--- src/rtl/fetch_unit_pkg.sv ---
// Shared front-end package: architectural width, fetch FIFO entry and fetch FSM states.
package C;

  localparam int XLEN = 64;

  typedef struct packed {
    logic [XLEN-1:0] pc;
    logic [31:0]     instr;
    logic            err;
  } fetch_entry_t;

  typedef enum logic [1:0] {
    FS_IDLE = 2'd0,
    FS_RUN  = 2'd1,
    FS_HALT = 2'd2
  } fetch_state_e;

endpackage

--- src/rtl/fetch_unit_if.sv ---
// Instruction-memory port and decoder-facing fetch port of the fetch stage.
interface fetch_unit_if;
  import C::*;

  logic            imem_req_valid;
  logic            imem_req_ready;
  logic [XLEN-1:0] imem_req_addr;
  logic            imem_rsp_valid;
  logic [31:0]     imem_rsp_data;
  logic            imem_rsp_err;
  logic            fetch_valid;
  logic            fetch_ready;
  logic [XLEN-1:0] fetch_pc;
  logic [31:0]     fetch_instr;
  logic            fetch_err;

  modport master (
    output imem_req_valid, imem_req_addr, fetch_valid, fetch_pc, fetch_instr, fetch_err,
    input  imem_req_ready, imem_rsp_valid, imem_rsp_data, imem_rsp_err, fetch_ready
  );

  modport slave (
    input  imem_req_valid, imem_req_addr, fetch_valid, fetch_pc, fetch_instr, fetch_err,
    output imem_req_ready, imem_rsp_valid, imem_rsp_data, imem_rsp_err, fetch_ready
  );

endinterface

--- src/rtl/fetch_fifo.sv ---
// Synchronous FIFO of fetch entries with flush; push while full is accepted only alongside a pop.
module fetch_fifo
  import C::*;
#(
    parameter int DEPTH = 4
) (
    input  logic                     clk_i,
    input  logic                     rst_i,
    input  logic                     push,
    input  fetch_entry_t             din,
    input  logic                     pop,
    input  logic                     flush,
    output logic                     full,
    output logic                     empty,
    output logic [$clog2(DEPTH):0]   count,
    output fetch_entry_t             head
);

    localparam int AW = $clog2(DEPTH);

    fetch_entry_t   mem [DEPTH];
    logic [AW-1:0]  wr_ptr, rd_ptr;
    logic [AW:0]    cnt;
    logic           do_push, do_pop;

    assign full    = (cnt == (AW+1)'(DEPTH));
    assign empty   = (cnt == '0);
    assign count   = cnt;
    assign head    = mem[rd_ptr];
    assign do_pop  = pop && !empty;
    assign do_push = push && (!full || do_pop);

    always_ff @(posedge clk_i or posedge rst_i) begin
        if (rst_i) begin
            wr_ptr <= '0;
            rd_ptr <= '0;
            cnt    <= '0;
        end else if (flush) begin
            wr_ptr <= '0;
            rd_ptr <= '0;
            cnt    <= '0;
        end else begin
            if (do_push) wr_ptr <= wr_ptr + AW'(1);
            if (do_pop)  rd_ptr <= rd_ptr + AW'(1);
            cnt <= cnt + (AW+1)'(do_push) - (AW+1)'(do_pop);
        end
    end

    // NOTE: storage has no reset; an entry is only ever read after it was written, and the
    // top masks the head while empty, so clearing it would only cost reset fan-out.
    always_ff @(posedge clk_i) begin
        if (do_push && !flush) mem[wr_ptr] <= din;
    end

endmodule

--- src/rtl/fetch_unit.sv ---
// Fetch stage: owns the fetch PC, issues credit-limited imem requests, buffers returned words.
module fetch_unit
  import C::*;
#(
    parameter logic [XLEN-1:0] RESET_PC = 64'h8000_0000,
    parameter int              DEPTH    = 4
) (
    input  logic             clk_i,
    input  logic             rst_i,
    input  logic             redirect_valid_i,
    input  logic [XLEN-1:0]  redirect_pc_i,
    fetch_unit_if.master     bus
);

    localparam int CW = $clog2(DEPTH) + 1;
    localparam int SW = CW + 1;

    fetch_state_e    state;
    logic [XLEN-1:0] req_pc, rsp_pc, new_pc;
    logic [CW-1:0]   inflight, drop, occ;
    logic [SW-1:0]   credit_used;
    logic            req_fire, rsp_live, rsp_tracked, push, pop;
    logic            fifo_full, fifo_empty;
    fetch_entry_t    din, head;

    // Every slot a response could land in is reserved at issue time, dropped ones included.
    assign credit_used = SW'(occ) + SW'(inflight) + SW'(drop);
    assign bus.imem_req_valid = (state == FS_RUN) && (credit_used < SW'(DEPTH));
    assign bus.imem_req_addr  = req_pc;
    assign req_fire = bus.imem_req_valid && bus.imem_req_ready;

    // Responses with nothing outstanding belong to requests issued before the last reset.
    assign rsp_tracked = bus.imem_rsp_valid && ((drop != '0) || (inflight != '0));
    assign rsp_live    = bus.imem_rsp_valid && (drop == '0) && (inflight != '0);
    assign new_pc      = redirect_pc_i & ~XLEN'(3);

    assign din  = '{pc: rsp_pc, instr: bus.imem_rsp_data, err: bus.imem_rsp_err};
    assign pop  = !fifo_empty && bus.fetch_ready && !redirect_valid_i;
    assign push = rsp_live && !redirect_valid_i && (!fifo_full || pop);

    fetch_fifo #(.DEPTH(DEPTH)) u_fifo (
        .clk_i (clk_i),
        .rst_i (rst_i),
        .push  (push),
        .din   (din),
        .pop   (pop),
        .flush (redirect_valid_i),
        .full  (fifo_full),
        .empty (fifo_empty),
        .count (occ),
        .head  (head)
    );

    assign bus.fetch_valid = !fifo_empty;
    assign bus.fetch_pc    = fifo_empty ? '0 : head.pc;
    assign bus.fetch_instr = fifo_empty ? '0 : head.instr;
    assign bus.fetch_err   = fifo_empty ? 1'b0 : head.err;

    always_ff @(posedge clk_i or posedge rst_i) begin
        if (rst_i) begin
            state    <= FS_IDLE;
            req_pc   <= RESET_PC;
            rsp_pc   <= RESET_PC;
            inflight <= '0;
            drop     <= '0;
        end else if (redirect_valid_i) begin
            state    <= FS_RUN;
            req_pc   <= new_pc;
            rsp_pc   <= new_pc;
            inflight <= '0;
            drop     <= drop + inflight + CW'(req_fire) - CW'(rsp_tracked);
        end else begin
            if (state == FS_IDLE) state <= FS_RUN;
            if (req_fire) req_pc <= req_pc + XLEN'(4);

            if (bus.imem_rsp_valid && (drop != '0)) begin
                drop     <= drop - CW'(1);
                inflight <= inflight + CW'(req_fire);
            end else if (rsp_live) begin
                rsp_pc <= rsp_pc + XLEN'(4);
                if (bus.imem_rsp_err) begin
                    // Everything still outstanding after the faulting word is now dead.
                    drop     <= inflight - CW'(1) + CW'(req_fire);
                    inflight <= '0;
                    state    <= FS_HALT;
                end else begin
                    inflight <= inflight + CW'(req_fire) - CW'(1);
                end
            end else begin
                inflight <= inflight + CW'(req_fire);
            end
        end
    end

endmodule
--- src/flat_wrapper.sv ---
// flat-port wrapper written by rule: the top's interface ports become plain ports
module fetch_unit_flat import C::*;
#(
    parameter logic [XLEN-1:0] RESET_PC = 64'h8000_0000,
    parameter int              DEPTH    = 4
)
  (clk_i, rst_i, redirect_valid_i, redirect_pc_i, bus_imem_req_valid, bus_imem_req_addr, bus_fetch_valid, bus_fetch_pc, bus_fetch_instr, bus_fetch_err, bus_imem_req_ready, bus_imem_rsp_valid, bus_imem_rsp_data, bus_imem_rsp_err, bus_fetch_ready);
  fetch_unit_if bus_i ();
  input  logic clk_i;
  input  logic rst_i;
  input  logic redirect_valid_i;
  input  logic [XLEN-1:0] redirect_pc_i;
  output wire logic [$bits(bus_i.imem_req_valid)-1:0] bus_imem_req_valid;
  output wire logic [$bits(bus_i.imem_req_addr)-1:0] bus_imem_req_addr;
  output wire logic [$bits(bus_i.fetch_valid)-1:0] bus_fetch_valid;
  output wire logic [$bits(bus_i.fetch_pc)-1:0] bus_fetch_pc;
  output wire logic [$bits(bus_i.fetch_instr)-1:0] bus_fetch_instr;
  output wire logic [$bits(bus_i.fetch_err)-1:0] bus_fetch_err;
  input wire logic [$bits(bus_i.imem_req_ready)-1:0] bus_imem_req_ready;
  input wire logic [$bits(bus_i.imem_rsp_valid)-1:0] bus_imem_rsp_valid;
  input wire logic [$bits(bus_i.imem_rsp_data)-1:0] bus_imem_rsp_data;
  input wire logic [$bits(bus_i.imem_rsp_err)-1:0] bus_imem_rsp_err;
  input wire logic [$bits(bus_i.fetch_ready)-1:0] bus_fetch_ready;
  assign bus_imem_req_valid = bus_i.imem_req_valid;
  assign bus_imem_req_addr = bus_i.imem_req_addr;
  assign bus_fetch_valid = bus_i.fetch_valid;
  assign bus_fetch_pc = bus_i.fetch_pc;
  assign bus_fetch_instr = bus_i.fetch_instr;
  assign bus_fetch_err = bus_i.fetch_err;
  assign bus_i.imem_req_ready = bus_imem_req_ready;
  assign bus_i.imem_rsp_valid = bus_imem_rsp_valid;
  assign bus_i.imem_rsp_data = bus_imem_rsp_data;
  assign bus_i.imem_rsp_err = bus_imem_rsp_err;
  assign bus_i.fetch_ready = bus_fetch_ready;
  fetch_unit #(.RESET_PC(RESET_PC), .DEPTH(DEPTH)) u_core (.clk_i(clk_i), .rst_i(rst_i), .redirect_valid_i(redirect_valid_i), .redirect_pc_i(redirect_pc_i), .bus(bus_i));
endmodule
--- config.mk ---
export PLATFORM = sky130hd
export DESIGN_NAME = fetch_unit_flat
export DESIGN_NICKNAME = d
export VERILOG_FILES = /design/src/rtl/fetch_unit_pkg.sv /design/src/rtl/fetch_unit_if.sv /design/src/rtl/fetch_fifo.sv /design/src/rtl/fetch_unit.sv /design/src/flat_wrapper.sv
export SDC_FILE = /design/constraint.sdc
export NUM_CORES = 1
export LEC_CHECK = 0
export CAP_MARGIN = 0
export CORE_ASPECT_RATIO = 1.25
export CORE_UTILIZATION = 45
export DETAILED_ROUTE_END_ITERATION = 10
export DONT_BUFFER_PORTS = 1
export GPL_TIMING_DRIVEN = 1
export SLEW_MARGIN = 20
export SYNTH_ARGS = -nofsm -noshare
export SYNTH_HDL_FRONTEND = slang
export SYNTH_HIERARCHICAL = 1
export SYNTH_SLANG_ARGS = --single-unit
--- constraint.sdc ---
create_clock -name clk_i -period 12.3 [get_ports clk_i]
set_input_delay 1.845 -clock clk_i [delete_from_list [all_inputs] [get_ports clk_i]]
set_output_delay 1.845 -clock clk_i [all_outputs]
set_load 0.1 [all_outputs]
* Word-level counts from Yosys, hierarchy flattened
Memory sizes are Yosys's and may differ from the RTL's.
Cells that the tools add are included.
** Word-level totals
- Memories kept :: 1
- Output and inout bits :: 163
- Word-level logic and storage cells :: 89
- Register bits after elaboration :: 143
- Bits of input ports :: 103
- Bits in writable memories :: 388
** Operators by class
- Eq/ne operators :: 3
- Reductions and logical operators :: 32
- Muxes and demuxes :: 28
- Order comparisons :: 1
- Add/subtract/negate cells :: 16
** Memories
- u_core.u_fifo.mem :: depth 4, bits a word 97, read ports 1, clocked after memory_dff 0, wr ports 1, line fetch_fifo.sv:21 : fetch_entry_t mem [DEPTH];
** Operator list (number)
- $mux W64 :: 6
- $add A64 B3 Y64 const B :: 2
- $mux W32 :: 1
- $mux W3 :: 9
- $mux W2 :: 9
- $logic_and A1 B1 Y1 :: 13
- $add A3 B1 Y3 :: 4
- $reduce_bool A3 Y1 :: 4
- $sub A3 B1 Y3 const B :: 3
- $reduce_bool A2 Y1 :: 4
- $logic_not A3 Y1 :: 2
- $sub A3 B1 Y3 :: 2
- $add A2 B1 Y2 const B :: 2
- $add A3 B3 Y4 :: 1
- $add A4 B3 Y4 :: 1
- $lt A4 B3 Y1 const B :: 1
- $reduce_and A2 Y1 :: 2
- $add A3 B3 Y3 :: 1
- $eq A3 B3 Y1 const B :: 1
- $logic_not A1 Y1 :: 3
- $logic_or A1 B1 Y1 :: 3
- $mux W1 :: 3
- $eq A2 B1 Y1 const B :: 1
- $logic_not A2 Y1 :: 1
- $ne A2 B2 Y1 const B :: 1

* Logic depth before layout (Yosys ltp)
Gate-level depths: netlist of run 1.
- Word-level depth :: 11
- Mapped depth :: 14
- Depth with buffers taken out :: 14

* By module
The synthesis of run 1 kept the hierarchy.
** By module, submodules not included
- fetch_fifo :: times used 1, seq. area each 11826.3 µm², area each 14436.3 µm², cells each 553
- fetch_unit :: times used 1, seq. area each 3305.7 µm², area each 9305.2 µm², cells each 1061

* Least setup slack after synthesis of run 1
OpenSTA, ideal clock, no wires.
- Path type :: flip-flop to output port
- From :: register u_core.u_fifo.cnt[1], in the netlist u_core/u_fifo/count[1]
- To :: output bus_imem_req_valid
- Setup slack :: 5668 ps
- Required time :: 10455 ps
- Cell stages (with the launch flop) :: 7
- Buffers on the path :: 0
- Data arrival time :: 4787 ps
- Cells stage by stage :: dfrtp_1 inv_1 fa_1 or2_2 fa_1 xnor2_1 nor4bb_1
** On the way
- Longest elaborated chain between the ends :: 4
** Ends and longest elaborated chain
- from (decl) :: line fetch_fifo.sv:23 : logic [AW:0] cnt;
- from (signal assigned) :: line fetch_fifo.sv:45 : cnt <= cnt + (AW+1)'(do_push) - (AW+1)'(do_pop);
- $add A3 B3 Y4 :: line fetch_unit.sv:27 : assign credit_used = SW'(occ) + SW'(inflight) + SW'(drop);
- $add A4 B3 Y4 :: line fetch_unit.sv:27
- $lt A4 B3 Y1 :: line fetch_unit.sv:28 : assign bus.imem_req_valid = (state == FS_RUN) && (credit_used < SW'(DEPTH));
- $logic_and A1 B1 Y1 :: line fetch_unit.sv:28
- to (decl) :: line flat_wrapper.sv:13 : output wire logic [$bits(bus_i.imem_req_valid)-1:0] bus_imem_req_valid;
Every way passes these cells.

==> flow_metrics.env, run 1 <==
export IMPL_timing_hold_ws_ns=0.541
export IMPL_vdd_drop_max_mv=0.103
export IMPL_synth_top_family_by_area="simple AND/OR/NAND/NOR gates"
export IMPL_area_delta_synth_final_pct=11.5
export IMPL_final_nets=1749
export IMPL_required_ns=10.45
export IMPL_hpwl_mm=37.2
export IMPL_min_from="u_core/state[0]"
export IMPL_crit_slowest_cell="nor2b_2"
export IMPL_leakage_nw=8.62
export IMPL_power_density_nw_per_um2=166
export IMPL_hold_buffers=0
export IMPL_io_buffers=0
export IMPL_hold_path_depth=2
export IMPL_num_rows=93
export IMPL_synth_seq_cells=527
export IMPL_drtPass1Iterations=5
export IMPL_dieWidth_um=207
export IMPL_viasPerCell=6.01
export IMPL_r2r_end="u_core/u_fifo/mem[2][87]"
export IMPL_grt_max_degree=131
export IMPL_r2r_cells=8
export IMPL_switching_share_pct=29.4
export IMPL_worstHoldPathType="reg -> reg"
export IMPL_critPathTopFamily="simple AND/OR/NAND/NOR gates"
export IMPL_grt_usage_pct=21.6
export IMPL_cap_violations=0
export IMPL_synthFlopType="edfxtp_1"
export IMPL_cts_resized_gates=0
export IMPL_path_max_fanout=65
export IMPL_critPathKind="reg -> out"
export IMPL_slew_limit_headroom_pct=20.0
export IMPL_finalCriticalPeriod_ns=5.46
export IMPL_status="completed"
export IMPL_drc=0
export IMPL_fmax_mhz=183
export IMPL_p_int_w=0.00309
export IMPL_grt_ovfl_total=0
export IMPL_hold_path_end="u_core/state[0]"
export IMPL_ys_async_sr_fraction_pct=26.4
export IMPL_synth_cell_types=75
export IMPL_pwr_share_seq_pct=51.8
export IMPL_hold_viol_final=0
export IMPL_synthCells=1614
export IMPL_vias=14000
export IMPL_fin_worst_skew_ns=0.0117
export IMPL_cp_num_cells=3
export IMPL_synth_mux_area_share_pct=11.2
export IMPL_ys_seq_area_share_pct=63.7
export IMPL_drt_wl_total_mm=57.7
export IMPL_dieArea_um2=53700
export IMPL_setup_tns_ns=0
export IMPL_synth_xor_xnor_area_share_pct=2.55
export IMPL_syn_avg_cell_area_um2=14.7
export IMPL_slowest_delay_ns=0.92
export IMPL_clk_latency_ns=0.59
export IMPL_boundaryPins=266
export IMPL_r2r_start="u_core/u_fifo/count[1]"
export IMPL_power_frac_clock_pct=36.9
export IMPL_clockBufferDepth=3
export IMPL_drt_iter0_drc=875
export IMPL_cts_clk_slew_worst_paths_ns=0.06
export IMPL_worst_slew_pin_slew_ns=1.19
export IMPL_final_util_pct=51.1
export IMPL_antenna_found_initial=2
export IMPL_cts_sinks=527
export IMPL_reg2reg_slack_ns=7.34
export IMPL_finalSetupViolCount=0
export IMPL_post_drt_wl_per_cell_um=24.7
export IMPL_synth_compound_area_share_pct=4.93
export IMPL_start_util_pct=45.8
export IMPL_comb_power_share_pct=11.3
export IMPL_htreeDepth=2
export IMPL_synthAdderAreaFrac_pct=1.45
export IMPL_die_y_um=259
export IMPL_critPathBufInv=1
export IMPL_syn_area_um2=23700
export IMPL_grt_pass1_wl_mm=88.1
export IMPL_yosysWarnings=6
export IMPL_arrival_ns=3.61
export IMPL_worstPathCellList="buf_4, mux4_2, nor2b_2"
export IMPL_gp_congestion=0.881
export IMPL_root_buffer="clkbuf_16"
export IMPL_endpoint_kind="output port"
export IMPL_drv_slew=0
export IMPL_synth_edf_count=388
export IMPL_finalPower_w=0.00438
export IMPL_cts_setup_buffers=0
export IMPL_cts_tree="yes"
export IMPL_rsz0062_at_grt="false"
export IMPL_antenna_violating_nets_post_route=0
export IMPL_drive_gt1_share_pct=22.0
export IMPL_synth_simple_area_share_pct=13.8
export IMPL_cts_buffers=52
export IMPL_power_net_switching_w=0.00129
export IMPL_core_area_um2=51800
export IMPL_grt_pass1_vias=14100
export IMPL_critPathLaunchType="register"
export IMPL_period_share_pct=44.4
==> how the worst max path moves through the flow <==
stage          slack, ns                      end                     from
6_report            6.84         bus_fetch_pc[61]  u_core/u_fifo/rd_ptr[1]
5_1_grt             6.68         bus_fetch_pc[47]  u_core/u_fifo/rd_ptr[1]
4_1_cts             6.73         bus_fetch_pc[27]  u_core/u_fifo/rd_ptr[0]
3_5_place_dp        6.99  u_core/u_fifo/mem[3][1]       bus_imem_rsp_valid
3_3_place_gp        7.06  u_core/u_fifo/mem[1][1]       bus_imem_rsp_valid
2_1_floorplan       5.67       bus_imem_req_valid   u_core/u_fifo/count[1]
==> cell type report <==
class	instances	area (um^2)
timing repair buffer	25	224
sequential	527	15100
antenna	3	7.51
clock inverter	30	307
inverter	41	161
fill	4350	25300
clock buffer	68	1410
multi-input combinational	975	8380
tap	665	832
==> placed cells by master (no fill, tap or decap), drive strengths merged, types with 21 or more instances in the layout <==
cell    count
nor2       82
nor2b      99
nand4      66
nor3       36
nor4       43
dfrtp     137
nand3      51
xor2       25
buf        25
inv        43
mux2       36
o31a       29
xnor2      44
mux4       97
nand2b     25
a211oi     21
edfxtp    388
a21oi      26
clkbuf     68
nand2      64
==> power by group through the flow <==
stage	sequential, W	combinational (W)	clock (W)
2_1_floorplan	0.00226	0.000376	0
3_3_place_gp	0.00230	0.000480	0
3_5_place_dp	0.00231	0.000493	0
4_1_cts	0.00227	0.000495	0.00166
5_1_grt	0.00228	0.000539	0.00172
6_report	0.00227	0.000494	0.00162
==> state kept, by name, indices dropped and copies added (netlist names) <==
register                  count
u_core/bus.imem_req_addr     62
u_core/drop                   3
u_core/inflight               3
u_core/rsp_pc                62
u_core/state                  2
u_core/u_fifo/count           3
u_core/u_fifo/mem           388
u_core/u_fifo/rd_ptr          2
u_core/u_fifo/wr_ptr          2
==> cells in the mapped netlist (28+ instances only) <==
| master | number | area [um^2] |
|---|---|---|
| edfxtp_1 | 388 | 11700 |
| dfrtp_1 | 137 | 3430 |
| nor2b_1 | 99 | 619 |
| mux4_2 | 97 | 2180 |
| nor2_1 | 82 | 308 |
| nand2_1 | 64 | 240 |
| nand4_1 | 64 | 400 |
| clkbuf_1 | 51 | 191 |
| nand3_1 | 50 | 250 |
| xnor2_1 | 44 | 385 |
| nor4_1 | 41 | 257 |
| inv_1 | 40 | 150 |
| mux2_2 | 36 | 405 |
| nor3_1 | 34 | 170 |
| o31a_1 | 28 | 245 |
==> routing by layer <==
layer / vias to the layer above / track usage (%) / part of all wire [%]
met4: 0 / 7.79 / 3.2
met1: 7184 / 29.4 / 43
met2: 460 / 34.1 / 47
met5: - / 0 / 0
li1: 6286 / - / -
met3: 99 / 5.09 / 6.6
==> logic make-up (layout without fill, tap and decap cells) <==
family	Yosys count	in the layout
XOR/XNOR	69	69
buffers and inverters	121	164
other	1	13
AND/OR/NAND/NOR	568	568
adder cells (fa/ha/maj)	24	24
flip-flops	527	527
multiplexers	141	141
AO/OA/AOI/OAI	163	163
==> tightest hold or removal path, stage by stage (launching register included) <==
cell,delay (ns)
dfrtp_1,0.38
nand2_1,0.06
nand2_1,0.07
==> through the flow <==
step | instance area (um^2) | setup WS, ns | cells
after floorplan | 23800 | 5.67 | 1623
after global placement | 24700 | 7.06 | 2233
after detailed placement | 24700 | 6.99 | 2233
after CTS | 26400 | 6.73 | 2331
after global routing | 26500 | 6.68 | 2333
final | 26500 | 6.84 | 2334
(Power assumes the default switching activity.)
==> run 2, diff against run 1 <==
==> constraint.sdc (replaced) <==
create_clock -name clk_i -period 4.5 [get_ports clk_i]
set_input_delay 0.675 -clock clk_i [delete_from_list [all_inputs] [get_ports clk_i]]
set_output_delay 0.675 -clock clk_i [all_outputs]
set_load 0.1 [all_outputs]
==> run 2 against run 1 <==
Effect of this change: combinational power rose to 3.8 times the previous value; sequential share of layout area decreased by 2.2 points; critical path type is now reg -> reg; register-to-register slack worse by 6.9 ns; critical endpoint is now u_core/inflight[2]; first-iteration DRC count fell by 5.6%; final cell count increased by 5.7%; die area did not move; worst hold slack worse by 0.44 ns; clock skew increased by 0.00057 ns; global-route usage increased by 0.15 points.
==> flow_metrics.env, run 2 (synthesis results as in run 1) <==
export IMPL_status="completed"
export IMPL_grt_max_degree=131
export IMPL_hpwl_mm=38.9
export IMPL_cts_sinks=527
export IMPL_reg2reg_slack_ns=0.40
export IMPL_power_density_nw_per_um2=432
export IMPL_required_ns=5.02
export IMPL_slowest_delay_ns=0.58
export IMPL_drtPass1Iterations=5
export IMPL_grt_usage_pct=21.8
export IMPL_p_int_w=0.00840
export IMPL_grt_busiest_layer="met2"
export IMPL_critPathLaunchType="register"
export IMPL_vias=14500
export IMPL_largest_reg_flops=388
export IMPL_fin_cells=2466
export IMPL_critPathBufInv=3
export IMPL_root_buffer="clkbuf_16"
export IMPL_cts_tree="yes"
export IMPL_arrival_ns=4.62
export IMPL_worstPathCellList="inv_1, fa_1, or2_2, fa_1, nand4b_1, nor2_1, ha_1, ha_1, inv_1, ha_1, inv_1, nor4_1, a21oi_1, nor2_1"
export IMPL_switching_share_pct=29.4
export IMPL_rsz0062_at_grt="false"
export IMPL_layout_common_cells="edfxtp_1, buf_4, dfrtp_1"
export IMPL_r2r_start="u_core/u_fifo/count[1]"
export IMPL_leakage_nw=9.34
export IMPL_gp_congestion=0.859
export IMPL_nFillCells=4261
export IMPL_grt_pass1_wl_mm=89.3
export IMPL_cts_setup_buffers=0
export IMPL_num_rows=93
export IMPL_cts_buffers=52
export IMPL_regMostFlops="u_core/u_fifo/mem"
export IMPL_period_share_pct=91.2
export IMPL_numPlacedInstances=2372
export IMPL_seqCellArea_um2=15100
export IMPL_post_drt_wl_per_cell_um=23.6
export IMPL_die_y_um=259
export IMPL_grt_use_met2_pct=35.5
export IMPL_power_net_switching_w=0.00349
export IMPL_drive_gt1_share_pct=27.9
export IMPL_cts_clk_slew_worst_paths_ns=0.06
export IMPL_cap_violations=0
export IMPL_slew_limit_headroom_pct=26.6
export IMPL_use_met3_pct=4.35
export IMPL_hold_viol_final=0
export IMPL_setup_tns_ns=0
export IMPL_antenna_found_initial=0
export IMPL_final_common_cell="edfxtp_1"
export IMPL_final_nets=1889
export IMPL_viasPerCell=5.89
export IMPL_gr_usage_met1_pct=29.2
export IMPL_worstHoldPathType="in -> async"
export IMPL_finalCriticalPeriod_ns=4.10
export IMPL_io_buffers=0
export IMPL_boundaryPins=266
export IMPL_cts_resized_gates=0
export IMPL_clockBufferDepth=3
export IMPL_path_max_fanout=8
export IMPL_vdd_drop_max_mv=0.298
export IMPL_dieWidth_um=207
export IMPL_htreeDepth=2
export IMPL_crit_end="u_core/inflight[2]"
export IMPL_start_util_pct=45.8
export IMPL_dieArea_um2=53700
export IMPL_finalSetupViolCount=0
export IMPL_r2r_cells=14
export IMPL_r2r_end="u_core/inflight[2]"
export IMPL_multiInputGateArea_um2=8370
export IMPL_fin_worst_skew_ns=0.0123
export IMPL_crit_start="u_core/u_fifo/count[1]"
export IMPL_antennaDiodeCount=0
export IMPL_area_delta_synth_final_pct=16.0
export IMPL_critPathKind="reg -> reg"
export IMPL_drv_slew=0
export IMPL_drc=0
export IMPL_grt_ovfl_total=0
export IMPL_grt_pass1_vias=14600
export IMPL_fmax_mhz=244
export IMPL_clk_latency_ns=0.59
export IMPL_endpoint_kind="register"
export IMPL_drt_iter0_drc=826
export IMPL_cp_num_cells=14
export IMPL_comb_power_share_pct=16.0
export IMPL_crit_slowest_cell="nor2_1"
export IMPL_drt_wl_total_mm=58.2
export IMPL_antenna_violating_nets_post_route=0
export IMPL_core_area_um2=51800
export IMPL_critPathTopFamily="adder cells"
export IMPL_power_frac_clock_pct=35.6
export IMPL_pwr_share_seq_pct=48.4
export IMPL_worst_slew_pin_slew_ns=1.10
run 2: cell count changes in the layout (fill, tap and decap cells not counted), sizes merged:
cell         previous run  this run
buf                    25       164
clkinv                 16        17
diode                   3         0
inv                    43        42
bufinv                  6         4
clkinvlp                6         3
dlygate4sd3             0         1
run 2: metal layers:
layer	vias to the layer above	routed length, um
li1	6567	-
met1	7384	24800
met2	477	28100
met3	99	3470
met4	0	1830
met5	-	0
run 2: power groups by stage:
stage	clock, W	sequential [W]	combinational (W)
2_1_floorplan	0	0.00618	0.00103
3_3_place_gp	0	0.00584	0.00187
3_5_place_dp	0	0.00586	0.00190
4_1_cts	0.00436	0.00576	0.00191
5_1_grt	0.00452	0.00579	0.00203
6_report	0.00423	0.00576	0.00190
run 2: stage by stage:
step / hold WS (ns) / utilization, % / worst slack, ns / instance area [um^2] / power [W]
detailed placement: 0.518 / 50.0 / 0.477 / 25900 / 0.00776
global placement: 0.495 / 50.0 / 0.565 / 25900 / 0.00771
finish: 0.0972 / 53.2 / 0.396 / 27500 / 0.0119
global route: 0.121 / 53.2 / 0.128 / 27500 / 0.0123
floorplan: 0.461 / - / 0.125 / 23800 / 0.00721
CTS: 0.0868 / 53.2 / 0.463 / 27500 / 0.0120
run 2: what timing repair did:
action | 4_1_cts | 5_1_grt
hold buffers | 1 | 0
endpoints found under the hold margin | 7 | 0
endpoints found under the setup margin | 0 | 0
run 2: how the worst min path moves through the flow:
stage / startpoint / endpoint / slack [ns] / cells after the start
2_1_floorplan: u_core/state[0] / u_core/state[0] / 0.46 / 2
3_3_place_gp: u_core/state[0] / u_core/state[0] / 0.50 / 2
3_5_place_dp: rst_i / u_core/u_fifo/rd_ptr[0] / 0.52 / 1
4_1_cts: rst_i / u_core/rsp_pc[42] / 0.09 / 1
5_1_grt: rst_i / u_core/rsp_pc[43] / 0.12 / 1
6_report: rst_i / u_core/rsp_pc[43] / 0.1 / 1
run 2: final cells by class:
type / count / area share (%)
Clock buffer: 68 / 5.06
Clock inverter: 25 / 0.890
Inverter: 41 / 0.586
Multi-Input combinational cell: 975 / 30.4
Sequential cell: 527 / 55.0
Tap cell: 665 / 3.02
Timing Repair Buffer: 165 / 5.08
==> run 3, diff against run 2 <==
--- a/config.mk
+++ b/config.mk
@@ -7,10 +7,11 @@
 export LEC_CHECK = 0
 export CAP_MARGIN = 0
 export CORE_ASPECT_RATIO = 1.25
-export CORE_UTILIZATION = 45
+export CORE_UTILIZATION = 50
 export DETAILED_ROUTE_END_ITERATION = 10
 export DONT_BUFFER_PORTS = 1
 export GPL_TIMING_DRIVEN = 1
+export PLACE_DENSITY = 0.68
 export SLEW_MARGIN = 20
 export SYNTH_ARGS = -nofsm -noshare
 export SYNTH_HDL_FRONTEND = slang
==> run 3 against run 2 <==
Effect of this change: design area is 0.36% lower; critical path type unchanged; sequential cell count stayed put; largest cell class unchanged; first-iteration DRC count is 25% higher; combinational power is 2% lower; utilization is 5.9 points higher; sequential share of layout area is 0.20 points higher; worst hold slack better by 0.068 ns; non-clock buffer count is 9 lower; highest routed layer is now met5; die area is 9.9% lower; via count hardly changed; final cell count is 1.7% lower.
==> flow_metrics.env, run 3 (synthesis results as in run 1) <==
export IMPL_grt_pass1_vias=14800
export IMPL_dieArea_um2=48400
export IMPL_die_y_um=246
export IMPL_final_nets=1880
export IMPL_multiInputGateArea_um2=8370
export IMPL_start_util_pct=51.1
export IMPL_endpoint_kind="register"
export IMPL_area_delta_synth_final_pct=15.6
export IMPL_cp_num_cells=14
export IMPL_antennaDiodeCount=0
export IMPL_drv_slew=0
export IMPL_gp_congestion=0.896
export IMPL_critPathKind="reg -> reg"
export IMPL_grt_max_degree=131
export IMPL_cts_tree="yes"
export IMPL_finalPower_w=0.0119
export IMPL_arrival_ns=4.63
export IMPL_drive_gt1_share_pct=27.8
export IMPL_antenna_found_initial=2
export IMPL_worstPathCellList="inv_1, fa_1, or2_2, fa_1, nand4b_1, nor2_1, ha_1, ha_1, inv_1, ha_1, inv_1, nor4_1, a21oi_1, nor2_1"
export IMPL_htreeDepth=2
export IMPL_grt_usage_pct=23.6
export IMPL_regMostFlops="u_core/u_fifo/mem"
export IMPL_layout_common_cells="edfxtp_1, buf_4, dfrtp_1"
export IMPL_vdd_drop_max_mv=0.393
export IMPL_cts_sinks=527
export IMPL_finalCriticalPeriod_ns=4.11
export IMPL_status="completed"
export IMPL_io_buffers=0
export IMPL_viasPerCell=6.00
export IMPL_fmax_mhz=243
export IMPL_post_drt_wl_per_cell_um=23.2
export IMPL_core_area_um2=46500
export IMPL_final_common_cell="edfxtp_1"
export IMPL_r2r_end="u_core/inflight[2]"
export IMPL_finalSetupViolCount=0
export IMPL_critPathBufInv=3
export IMPL_grt_ovfl_total=0
export IMPL_path_max_fanout=8
export IMPL_required_ns=5.02
export IMPL_drt_iter0_drc=1033
export IMPL_grt_pass1_wl_mm=86.5
export IMPL_hold_viol_final=0
export IMPL_hpwl_mm=37.1
export IMPL_rsz0062_at_grt="false"
export IMPL_r2r_cells=14
export IMPL_clockBufferDepth=3
export IMPL_largest_reg_flops=388
export IMPL_fin_worst_skew_ns=0.0169
export IMPL_critPathLaunchType="register"
export IMPL_reg2reg_slack_ns=0.39
export IMPL_r2r_start="u_core/u_fifo/count[1]"
export IMPL_crit_slowest_cell="nor2_1"
export IMPL_cts_resized_gates=0
export IMPL_worstHoldPathType="in -> async"
export IMPL_num_rows=88
export IMPL_seqCellArea_um2=15100
export IMPL_cts_clk_slew_worst_paths_ns=0.07
export IMPL_worst_slew_pin_slew_ns=1.08
export IMPL_nFillCells=3636
export IMPL_drt_wl_total_mm=56.2
export IMPL_antenna_violating_nets_post_route=0
export IMPL_dieWidth_um=197
export IMPL_setup_tns_ns=0
export IMPL_clk_latency_ns=0.60
export IMPL_cts_buffers=52
export IMPL_cts_setup_buffers=0
export IMPL_slew_limit_headroom_pct=27.6
export IMPL_drc=0
export IMPL_cap_violations=0
export IMPL_slowest_delay_ns=0.60
export IMPL_leakage_nw=9.30
export IMPL_drtPass1Iterations=5
export IMPL_vias=14500
export IMPL_period_share_pct=91.3
export IMPL_boundaryPins=266
export IMPL_power_density_nw_per_um2=433
export IMPL_critPathTopFamily="adder cells"
export IMPL_root_buffer="clkbuf_16"
==> run 3: cell types whose count changed in the layout (fill, tap and decap cells not counted), sizes merged <==
cell	change
inv	+2
buf	-9
clkbuf	-2
clkinvlp	+1
==> run 3: cell type report <==
class	count	share of cell area, %
flip-flops and latches	527	55.2
multi-input cells	975	30.5
clock buffers	66	5.08
repair buffers	156	4.85
well taps	630	2.87
clock inverters	28	0.930
inverters	41	0.588
==> run 3: power by group <==
part	total, W	leakage (nW)	internal (W)	switching (W)
logic	0.00186	3.37	0.000570	0.00129
clock network	0.00424	0.799	0.00242	0.00181
registers	0.00579	5.13	0.00542	0.000374
==> run 3: per-layer routing <==
layer,vias to the layer above,share of wire [%],GRT usage (%)
met5,-,0.053,0
met4,4,3.0,8.07
met3,99,7.4,5.71
met2,541,49,38.3
met1,7352,41,31.3
li1,6545,-,-
==> run 3: through the flow <==
stage | utilization, % | cell area [um^2] | setup WS [ns] | hold slack, ns | cells
after floorplan | - | 23800 | 0.125 | 0.461 | 1623
after global placement | 55.5 | 25800 | 0.561 | 0.484 | 2328
after detailed placement | 55.5 | 25800 | 0.486 | 0.525 | 2328
after CTS | 59.1 | 27400 | 0.432 | 0.139 | 2423
after global routing | 59.1 | 27400 | 0.0984 | 0.135 | 2423
final | 59.1 | 27400 | 0.391 | 0.165 | 2423
==> run 3: worst reg2reg max path: stages (launching register included) <==
cell      delay, ns
dfrtp_1        0.53
inv_1          0.11
fa_1           0.44
or2_2          0.32
fa_1           0.51
nand4b_1       0.34
nor2_1         0.60
ha_1           0.27
ha_1           0.24
inv_1          0.06
ha_1           0.16
inv_1          0.05
nor4_1         0.25
a21oi_1        0.06
nor2_1         0.09
==> run 3: worst max path at each step <==
stage | start | endpoint | slack (ns)
after floorplan | u_core/u_fifo/count[1] | bus_imem_req_valid | 0.12
after global placement | u_core/u_fifo/count[1] | u_core/inflight[2] | 0.56
after global routing | u_core/u_fifo/count[1] | u_core/inflight[2] | 0.1
after CTS | u_core/u_fifo/count[1] | u_core/inflight[2] | 0.43
final | u_core/u_fifo/count[1] | u_core/inflight[2] | 0.39
after detailed placement | u_core/u_fifo/count[1] | u_core/inflight[2] | 0.49
==> run 3: timing repair <==
item,4_1_cts,5_1_grt
setup endpoints to repair,0,0
endpoints found under the hold margin,7,0
hold buffers,1,0
